`config.mk`:
```
export PLATFORM = sky130hd
export DESIGN_NAME = timestamp_keeper
export DESIGN_NICKNAME = d
export VERILOG_FILES = /design/src/rtl/timestamp_keeper.sv
export SDC_FILE = /design/constraint.sdc
export NUM_CORES = 1
export LEC_CHECK = 0
export BUFFER_PORTS_ARGS = -buffer_cell sky130_fd_sc_hd__buf_4
export CAP_MARGIN = 30
export CELL_PAD_IN_SITES_DETAIL_PLACEMENT = 0
export CELL_PAD_IN_SITES_GLOBAL_PLACEMENT = 1
export CORE_ASPECT_RATIO = 1.75
export CORE_UTILIZATION = 43
export CTS_BUF_LIST = sky130_fd_sc_hd__clkbuf_2 sky130_fd_sc_hd__clkbuf_4 sky130_fd_sc_hd__clkbuf_8
export CTS_CLUSTER_SIZE = 12
export DETAILED_ROUTE_END_ITERATION = 12
export PLACE_DENSITY = 0.89
export SLEW_MARGIN = 20
export SYNTH_ARGS = -nofsm -noshare
export SYNTH_HDL_FRONTEND = slang
export SYNTH_SLANG_ARGS = --single-unit
export TNS_END_PERCENT = 20
```
`constraint.sdc`:
```
create_clock -name clk_i -period 3.4 [get_ports clk_i]
set_clock_uncertainty 0.15 [all_clocks]
set_input_delay 0.34 -clock clk_i [delete_from_list [all_inputs] [get_ports clk_i]]
set_output_delay 0.34 -clock clk_i [all_outputs]
set_load 0.02 [all_outputs]
```
`src/rtl/timestamp_keeper.sv`:
```
// Timestamp keeper: holds a running Unix-seconds count loaded from a host
// timestamp and advances it once per CLK_HZ clock cycles.
//
// Host updates are signalled by a change of ts_i[32]; either edge loads
// ts_i[31:0]. The first edge after reset only samples the toggle level so a
// static level is never mistaken for an update.
//
// Build option: define TIMESTAMP_SYNC_EN to pass ts_i through a two-flop
// synchronizer (adds two cycles of load latency). Without it, ts_i must be
// synchronous to clk_i.
module timestamp_keeper #(
    parameter int unsigned CLK_HZ = 50000000
) (
    input  logic        clk_i,
    input  logic        rst_i,
    input  logic [32:0] ts_i,
    output logic [32:0] time_o,
    output logic        tick_o,
    output logic        load_o
);

    // Prescale width: ceil(log2(CLK_HZ)), at least one bit.
    localparam int unsigned PW = (CLK_HZ < 2) ? 1 : $clog2(CLK_HZ);
    localparam logic [PW-1:0] PreMax = PW'(CLK_HZ - 1);

    // Host timestamp as seen by the load logic.
    logic [32:0] ts_eff;

`ifdef TIMESTAMP_SYNC_EN
    logic [32:0] ts_s1_q;
    logic [32:0] ts_s2_q;

    // Two-flop synchronizer for the asynchronous host timestamp.
    always_ff @(posedge clk_i or posedge rst_i) begin
        if (rst_i) begin
            ts_s1_q <= '0;
            ts_s2_q <= '0;
        end else begin
            ts_s1_q <= ts_i;
            ts_s2_q <= ts_s1_q;
        end
    end

    assign ts_eff = ts_s2_q;
`else
    assign ts_eff = ts_i;
`endif

    logic          armed_q,  armed_d;
    logic          toggle_q, toggle_d;
    logic [PW-1:0] pre_q,    pre_d;
    logic [31:0]   sec_q,    sec_d;
    logic          valid_q,  valid_d;
    logic          tick_q,   tick_d;
    logic          load_q,   load_d;
    logic          load_ev;
    logic          pre_wrap;

    // A toggle change only counts once the first post-reset sample is taken.
    assign load_ev  = armed_q && (ts_eff[32] != toggle_q);
    assign pre_wrap = (pre_q == PreMax);

    // Next-state: load has priority over the prescale wrap.
    always_comb begin
        armed_d  = 1'b1;
        toggle_d = ts_eff[32];
        pre_d    = pre_q;
        sec_d    = sec_q;
        valid_d  = valid_q;
        tick_d   = 1'b0;
        load_d   = 1'b0;

        if (load_ev) begin
            sec_d   = ts_eff[31:0];
            pre_d   = '0;
            valid_d = 1'b1;
            load_d  = 1'b1;
        end else if (valid_q) begin
            if (pre_wrap) begin
                pre_d  = '0;
                sec_d  = sec_q + 32'd1;
                tick_d = 1'b1;
            end else begin
                pre_d = pre_q + PW'(1);
            end
        end
    end

    // State registers; reset discards everything including the armed flag.
    always_ff @(posedge clk_i or posedge rst_i) begin
        if (rst_i) begin
            armed_q  <= 1'b0;
            toggle_q <= 1'b0;
            pre_q    <= '0;
            sec_q    <= '0;
            valid_q  <= 1'b0;
            tick_q   <= 1'b0;
            load_q   <= 1'b0;
        end else begin
            armed_q  <= armed_d;
            toggle_q <= toggle_d;
            pre_q    <= pre_d;
            sec_q    <= sec_d;
            valid_q  <= valid_d;
            tick_q   <= tick_d;
            load_q   <= load_d;
        end
    end

    assign time_o = {valid_q, sec_q};
    assign tick_o = tick_q;
    assign load_o = load_q;

endmodule

```
==> metrics.yaml, run 1 <==
status: "complete, but fails checks"
violations: "design-rule violations"
grt_pass1_vias: 3339
p_clk_share_pct: 32.2
worstMarginPinSlew_ns: 0.8441
finalWirelength_um: 9971
dieArea_um2: 8729
grt_pass1_wl_um: 15990
placed_cell_area_um2: 4190
synthCells: 407
final_cell_mix: "buf_4, dfrtp_1, o21ai_0"
grt_max_degree: 51
final_common_cell: "buf_4"
cts.clk_slew.worst_paths_ns: 0.07
pre_cts_ws_ns: 0.5884
avgSynthCellArea_um2: 8.817
overflow: 0
hold_class: "input pin to register"
postCtsResizedCells: 0
stdcell_count: 571
ys_types: 50
rows: 43
yosysWarnings: 0
wl_per_cell_um: 17.46
hold_violations: 0
nets: 513
slew_viol_final: 0
start_util_pct: 44.76
die_width_um: 71.06
drcViolationCount: 8
regArea_um2: 1577
htree_levels: 3
fin_ws_ns: 0.5765
clock_latency_ns: 0.36
cp-start-kind: "register"
synth_fp_nets: 444
cts_setup_buffers: 0
fillCellCount: 727
ioPinCount: 70
rsz0062_at_grt: "no"
areaGrowthSynthToFinish_pct: 23.26
asyncSetResetFlopFracSynth_pct: 100.0
power_leakage_nw: 1.787
fmax_ghz: 0.3542
period_needed_ns: 2.824
finalSetupViolCount: 0
hpwl_um: 7228
crit_fanout: 10
ant_nets: 0
drive_gt1_share_pct: 21.00
p_seq_share_pct: 45.8
relSlewSlack_pct: 43.35
n_antenna_cell: 0
portBuffers: 69
ctsHoldBuffers: 2
ir_worst_vdd_v: 0.0002898
viasPerCell: 6.082
fin_area_um2: 4423
switching_share_pct: 32.37
drt_pre_antenna_iters: 8
max_cap_violations: 0
postLayoutCoreUtil_pct: 55.17
routabilityCongestion: 0.8439
yosys-top-cells-area: "dfrtp_1, o21ai_0, a31oi_1, or3_1, nor2_1"
numCtsBuffers: 9
drt_iter0_drc: 213
tritoncts: "built"
crit_type: "register to register"
track_usage_pct: 24.05
power_density_nw_per_um2: 489.9
core_area_um2: 8016
ys_seq_area_share_pct: 43.93
cts_sinks: 63
synth_edf_count: 0
totalPowerFinal_mw: 2.167
ys_seq_elements: 63
syn_area_um2: 3588
cp-end-kind: "register"
clockBufferDepth: 2
synth_top_area_cell: "dfrtp_1"
p_int_mw: 1.465
vias: 3473
cp.required_ns: 3.53
antenna_found_initial: 0
yosysTopAreaCellShare_pct: 43.93
die_h_um: 122.8
multi_input_area_um2: 1871
synthFlopType: "dfrtp_1"
cts_root_buf: "clkbuf_8"
worstPathArrival_ns: 2.95
switching_power_uw: 701.5
place_inst: 553
fin_hold_ws_ns: 0.03823
pwr-share-comb_pct: 22.0
fin_crit_sh_pct: 83.05
fin_setup_tns_ns: 0
[Yosys cell counts, drive strengths merged, types with 11 or more instances]
cell type	count
a31oi	24
clkbuf	16
dfrtp	63
inv	15
nand2	29
nand3	21
nand4	20
nor2	33
nor4	14
o21ai	45
or3	21
xnor2	11
[final cells by class]
type | count | share of cell area [%]
Timing Repair Buffer | 78 | 13.35
Tap cell | 90 | 2.546
Clock buffer | 13 | 3.904
Multi-Input combinational cell | 308 | 42.29
Inverter | 16 | 1.358
Sequential cell | 63 | 35.64
Clock inverter | 3 | 0.9052
[cell families after synthesis]
group / share of synthesized area (%)
AOI/OAI and AO/OA: 18.24
xor gates and xnor gates: 3.661
adders and majority gates: 0.6972
buffers and inverters: 3.940
DFF: 43.93
muxes: 0.2790
other: 0.1045
and+or+nand+nor: 29.15
[metal layers]
metal | vias to the layer above | share of wire, % | track usage [%]
li1 | 1674 | - | -
met1 | 1700 | 39 | 25.97
met2 | 83 | 55 | 43.93
met3 | 16 | 4.2 | 4.023
met4 | 0 | 2.3 | 13.50
met5 | - | 0 | 0
[sequential cells by signal, summed over array words and instances, names as in the netlist]
register  cells
sec_q        32
pre_q        26
load_o        1
tick_o        1
toggle_q      1
armed_q       1
valid_q       1
[path summary, 6_finish.rpt]
path / startpoint / to / slack [ns] / cells past startpoint
setup / recovery: pre_q[0]$_DFFE_PP0P_ / sec_q[31]$_DFFE_PP0P_ / 0.58 / 6
hold reg to reg: pre_q[25]$_DFFE_PP0P_ / pre_q[25]$_DFFE_PP0P_ / 0.35 / 1
setup reg to reg: pre_q[0]$_DFFE_PP0P_ / sec_q[31]$_DFFE_PP0P_ / 0.58 / 6
max in group asynchronous: rst_i / pre_q[23]$_DFFE_PP0P_ / 1.69 / 4
hold / removal: ts_i[1] / sec_q[1]$_DFFE_PP0P_ / 0.04 / 3
min in group asynchronous: rst_i / sec_q[21]$_DFFE_PP0P_ / 0.50 / 3
[critical path, stage by stage (launching register included)]
cell and delay, ns:
dfrtp_1 0.42, ha_1 0.27, and4_2 0.31, nand4_4 0.16
or4_1 0.71, or4_1 0.55, a31oi_1 0.17
[power groups by stage]
stage          Clock [mW]  Combinational, mW  Sequential (mW)
6_report            0.698              0.477            0.992
5_1_grt             0.743              0.524             1.01
4_1_cts             0.713              0.481            0.989
3_5_place_dp            0              0.477             1.00
3_3_place_gp            0              0.468            0.996
2_1_floorplan           0              0.200             1.05
Note: power is estimated with default switching activity, not from simulation.
==> run 2, diff against run 1 <==
==> constraint.sdc (replaced) <==
create_clock -name clk_i -period 2.96 [get_ports clk_i]
set_clock_uncertainty 0.15 [all_clocks]
set_input_delay 0.296 -clock clk_i [delete_from_list [all_inputs] [get_ports clk_i]]
set_output_delay 0.296 -clock clk_i [all_outputs]
set_load 0.02 [all_outputs]
==> run 2 against run 1 <==
Net effect: the run still ends with design-rule violations left; fmax is 2.4% higher; core utilization is 2.0 points higher; total power grew 16%; flip-flop and latch count unchanged; die area is the same; wire length grew 1.5%; worst setup slack lost 0.38 ns; clock power up 17%; worst hold slack lost 0.026 ns; final cell count grew 3.0%; largest power group unchanged.
==> metrics.yaml, run 2 (synthesis gave the netlist of run 1 again) <==
fin_hold_ws_ns: 0.01231
crit_type: "register to register"
pwr-share-comb_pct: 22.4
cts_sinks: 63
drive_gt1_share_pct: 21.69
start_util_pct: 44.76
hold_class: "input pin to asynchronous set/reset pin"
die_width_um: 71.06
cts.clk_slew.worst_paths_ns: 0.07
max_cap_violations: 0
die_h_um: 122.8
wl_per_cell_um: 17.22
fin_setup_tns_ns: 0
drt_iter0_drc: 171
cts_root_buf: "clkbuf_8"
track_usage_pct: 24.44
largest_reg_flops: 32
fillCellCount: 728
finalWirelength_um: 10120
r2r_end: "sec_q[29]$_DFFE_PP0P_"
cp-start-kind: "register"
antenna_found_initial: 0
status: "complete, but fails checks"
portBuffers: 69
final_cell_mix: "buf_4, dfrtp_1, o21ai_0"
reg2reg_setup_slack_ns: 0.20
grt_pass1_wl_um: 16190
clock_latency_ns: 0.36
rows: 43
power_density_nw_per_um2: 550.3
ioPinCount: 70
routabilityCongestion: 0.8482
p_int_mw: 1.708
largestRegisters: "sec_q x32, pre_q x26"
dieArea_um2: 8729
timing.rr.start: "pre_q[0]$_DFFE_PP0P_"
p_seq_share_pct: 45.1
period_needed_ns: 2.759
hold_violations: 0
postCtsResizedCells: 0
cp-end-kind: "register"
grt_max_degree: 64
core_area_um2: 8016
numCtsBuffers: 9
final_common_cell: "buf_4"
crit_path_max_incr_delay_ns: 0.69
finalSetupViolCount: 0
drt_pre_antenna_iters: 8
cp.required_ns: 3.08
grt_pass1_vias: 3319
switching_power_uw: 812.4
cts_setup_buffers: 0
relSlewSlack_pct: 43.77
clockBufferDepth: 2
htree_levels: 3
p_clk_share_pct: 32.5
vias: 3553
fin_crit_sh_pct: 93.20
areaGrowthSynthToFinish_pct: 27.65
ant_nets: 0
r2r_cells: 6
overflow: 0
violations: "design-rule violations"
path_cells: "ha_1 > and4_2 > nand4_4 > or4_1 > or4_1 > a31oi_1"
drcViolationCount: 8
crit_path_frequent_cell: "or4_1"
postLayoutCoreUtil_pct: 57.14
largest-register: "sec_q"
tritoncts: "built"
slowest_stage: "or4_1"
viasPerCell: 6.043
crit_fanout: 10
slew_viol_final: 0
fmax_ghz: 0.3625
worstPathArrival_ns: 2.88
worstMarginPinSlew_ns: 0.8435
n_antenna_cell: 0
rsz0062_at_grt: "no"
switching_share_pct: 32.23
hpwl_um: 7197
ir_worst_vdd_v: 0.0002625
power_leakage_nw: 1.859
nets: 530
run 2: cell count changes in the layout (fill, tap and decap cells not counted):
cell           delta
dlygate4sd3_1    +10
buf_4             +7
clkinv_2          -2
clkbuf_4          +1
clkinvlp_4        +1
run 2: how the worst max path moves through the flow:
stage                    startpoint               endpoint  slack, ns  cells past startpoint
6_report       pre_q[0]$_DFFE_PP0P_  sec_q[29]$_DFFE_PP0P_       0.20                      6
5_1_grt        pre_q[0]$_DFFE_PP0P_  sec_q[31]$_DFFE_PP0P_       0.05                      6
4_1_cts        pre_q[0]$_DFFE_PP0P_  sec_q[29]$_DFFE_PP0P_       0.20                      6
3_5_place_dp   pre_q[0]$_DFFE_PP0P_  sec_q[29]$_DFFE_PP0P_       0.22                      6
3_3_place_gp   pre_q[0]$_DFFE_PP0P_  sec_q[31]$_DFFE_PP0P_       0.30                      6
2_1_floorplan  pre_q[0]$_DFFE_PP0P_  sec_q[31]$_DFFE_PP0P_       0.38                      7
run 2: layout make-up:
class	instances	area (um2)	area share (%)
Multi-Input combinational cell	308	1871	40.84
Sequential cell	63	1577	34.42
Timing Repair Buffer	95	743.2	16.23
Clock buffer	14	180.2	3.933
Tap cell	90	112.6	2.458
Inverter	16	60.06	1.311
Clock inverter	2	37.54	0.8194
run 2: critical path, delay by kind of cell (launching register included):
kind	cells	cell delay (ns)
and+or+nand+nor	4	1.66
AOI/OAI and AO/OA	1	0.17
DFF	1	0.42
adders and majority gates	1	0.26
run 2: power by group through the flow:
stage	Clock, mW	Combinational (mW)	Sequential, mW
final	0.820	0.564	1.14
after global placement	0	0.545	1.14
after detailed placement	0	0.556	1.15
after floorplan	0	0.230	1.21
after CTS	0.839	0.569	1.14
after global routing	0.868	0.619	1.16
run 2: repair_timing:
action                     4_1_cts  5_1_grt
hold buffers                    12        0
hold endpoints to repair        12        0
setup endpoints to repair        0        0
run 2: per-layer routing:
layer | vias up | global-route usage, % | part of all wire, %
met2 | 85 | 44.53 | 55
met1 | 1736 | 26.62 | 39
met5 | - | 0 | 0
met3 | 23 | 3.695 | 3.5
li1 | 1709 | - | -
met4 | 0 | 14.00 | 3.0
run 2: metrics by stage:
stage | setup WS [ns] | cells | total power [mW] | instance area (um2)
6_report | 0.2014 | 588 | 2.521 | 4581
2_1_floorplan | 0.3837 | 407 | 1.438 | 3588
3_5_place_dp | 0.2194 | 560 | 1.707 | 4243
4_1_cts | 0.1993 | 588 | 2.545 | 4581
5_1_grt | 0.05154 | 588 | 2.647 | 4581
3_3_place_gp | 0.3016 | 560 | 1.687 | 4243
==> run 3, diff against run 2 <==
--- a/config.mk
+++ b/config.mk
@@ -10,11 +10,11 @@
 export CELL_PAD_IN_SITES_DETAIL_PLACEMENT = 0
 export CELL_PAD_IN_SITES_GLOBAL_PLACEMENT = 1
 export CORE_ASPECT_RATIO = 1.75
-export CORE_UTILIZATION = 43
+export CORE_UTILIZATION = 46
 export CTS_BUF_LIST = sky130_fd_sc_hd__clkbuf_2 sky130_fd_sc_hd__clkbuf_4 sky130_fd_sc_hd__clkbuf_8
 export CTS_CLUSTER_SIZE = 12
 export DETAILED_ROUTE_END_ITERATION = 12
-export PLACE_DENSITY = 0.89
+export PLACE_DENSITY = 0.94
 export SLEW_MARGIN = 20
 export SYNTH_ARGS = -nofsm -noshare
 export SYNTH_HDL_FRONTEND = slang
==> constraint.sdc (replaced) <==
create_clock -name clk_i -period 3.34 [get_ports clk_i]
set_clock_uncertainty 0.15 [all_clocks]
set_input_delay 0.334 -clock clk_i [delete_from_list [all_inputs] [get_ports clk_i]]
set_output_delay 0.334 -clock clk_i [all_outputs]
set_load 0.02 [all_outputs]
==> run 3 against run 2 <==
Net effect: the flow now finishes without violations; sequential share of layout area increased by 1.5 points; non-clock buffer count decreased by 15; first-iteration DRC count is 4.7% lower; wire length decreased by 3.5%; combinational power is 14% lower; critical endpoint is now sec_q[31]$_DFFE_PP0P_.
==> metrics.yaml, run 3 (synthesis gave the netlist of run 1 again) <==
status: "finished, final reports clean"
antenna_found_initial: 0
r2r_cells: 6
fin_crit_sh_pct: 84.97
worstMarginPinSlew_ns: 0.8449
routabilityCongestion: 0.9338
cp.required_ns: 3.46
drt_iter0_drc: 163
grt.met2_usage_pct: 44.12
die_width_um: 68.77
crit_type: "register to register"
fillCellCount: 692
cts_root_buf: "clkbuf_8"
cts_sinks: 63
largest-register: "sec_q"
overflow: 0
drive_gt1_share_pct: 20.83
nets: 515
largest_reg_flops: 32
switching_share_pct: 33.11
areaGrowthSynthToFinish_pct: 22.42
n_antenna_cell: 0
pwr-share-comb_pct: 23.2
clock_latency_ns: 0.35
tritoncts: "built"
portBuffers: 69
numCtsBuffers: 9
hold_violations: 0
cp-start-kind: "register"
period_needed_ns: 2.838
switching_power_uw: 692.2
p_int_mw: 1.399
ioPinCount: 70
ant_nets: 0
largestRegisters: "sec_q x32, pre_q x26"
hold_class: "input pin to register"
grt_pass1_vias: 3280
hpwl_um: 6992
grt_max_degree: 51
final_cell_mix: "buf_4, dfrtp_1, o21ai_0"
finalWirelength_um: 9767
final_common_cell: "buf_4"
viasPerCell: 6.121
p_clk_share_pct: 28.6
grt_use_met1_pct: 29.44
finalSetupViolCount: 0
fin_setup_tns_ns: 0
worstPathArrival_ns: 2.96
die_h_um: 118.8
drcViolationCount: 0
cts.clk_slew.worst_paths_ns: 0.06
power_density_nw_per_um2: 475.9
ir_worst_vdd_v: 0.0002916
htree_levels: 3
clockBufferDepth: 2
fmax_ghz: 0.3523
start_util_pct: 47.42
cp-end-kind: "register"
relSlewSlack_pct: 43.24
rows: 42
power_leakage_nw: 1.774
rsz0062_at_grt: "no"
drt_pre_antenna_iters: 5
max_cap_violations: 0
track_usage_pct: 25.64
core_area_um2: 7567
wl_per_cell_um: 17.20
grt.busiest_layer: "met2"
p_seq_share_pct: 48.2
slew_viol_final: 0
min_path_cells: 3
dieArea_um2: 8172
gr-usage-met3_pct: 4.885
totalPowerFinal_mw: 2.091
grt_pass1_wl_um: 15590
vias: 3477
crit_fanout: 10
-- run 3: changes by cell type in the layout (fill, tap and decap cells not counted) --
cell / previous run / this run
clkbuf_4: 2 / 0
bufinv_16: 1 / 0
buf_4: 83 / 78
clkinvlp_4: 1 / 0
clkinv_2: 0 / 1
dlygate4sd3_1: 12 / 2
-- run 3: area by class of cell --
type / count / area [um2] / area share (%)
multi-input combinational: 308 / 1871 / 42.58
sequential: 63 / 1577 / 35.89
timing repair buffer: 80 / 605.6 / 13.79
clock buffer: 12 / 165.2 / 3.760
tap: 88 / 110.1 / 2.506
inverter: 16 / 60.06 / 1.367
clock inverter: 1 / 5.005 / 0.1139
-- run 3: worst paths after layout --
kind                                          to             startpoint  slack, ns
max                        sec_q[31]$_DFFE_PP0P_   pre_q[0]$_DFFE_PP0P_       0.50
min                         sec_q[2]$_DFFE_PP0P_                ts_i[2]       0.04
max reg2reg                sec_q[31]$_DFFE_PP0P_   pre_q[0]$_DFFE_PP0P_       0.50
min reg2reg                pre_q[25]$_DFFE_PP0P_  pre_q[25]$_DFFE_PP0P_       0.37
max in group asynchronous  sec_q[11]$_DFFE_PP0P_                  rst_i       1.84
min in group asynchronous  sec_q[21]$_DFFE_PP0P_                  rst_i       0.49
-- run 3: what timing repair did --
item                      CTS  global route
setup buffers               0             0
hold buffers                2             0
hold endpoints to repair   28             0
resized for setup           0             0
-- run 3: routing by layer --
layer	wire, um	vias up	part of all wire [%]
li1	-	1684	-
met3	459	20	4.7
met1	3796	1665	39
met4	230	0	2.4
met2	5281	108	54
met5	0	-	0
-- run 3: critical path, cell delays in order, from the launching register on --
cell and delay, ns:
dfrtp_1 0.42, ha_1 0.27, and4_2 0.32, nand4_4 0.17
or4_1 0.70, or4_1 0.56, a31oi_1 0.17
-- run 3: power by group through the flow --
stage               Clock [mW]  Combinational (mW)  Sequential [mW]
floorplan                    0               0.204             1.07
global placement             0               0.478             1.01
detailed placement           0               0.486             1.02
CTS                      0.610               0.489             1.00
global route             0.647               0.537             1.02
finish                   0.598               0.485             1.01
-- run 3: per-stage QoR --
stage	setup WS, ns	hold WS (ns)	cell area, um2	std cells	util, %
after global placement	0.6019	0.3104	4203	553	55.54
after floorplan	0.7637	0.2154	3588	407	-
after global routing	0.2936	0.03328	4393	568	58.05
after CTS	0.5168	0.03461	4393	568	58.05
final	0.5019	0.04344	4393	568	58.05
after detailed placement	0.5340	0.3149	4203	553	55.54
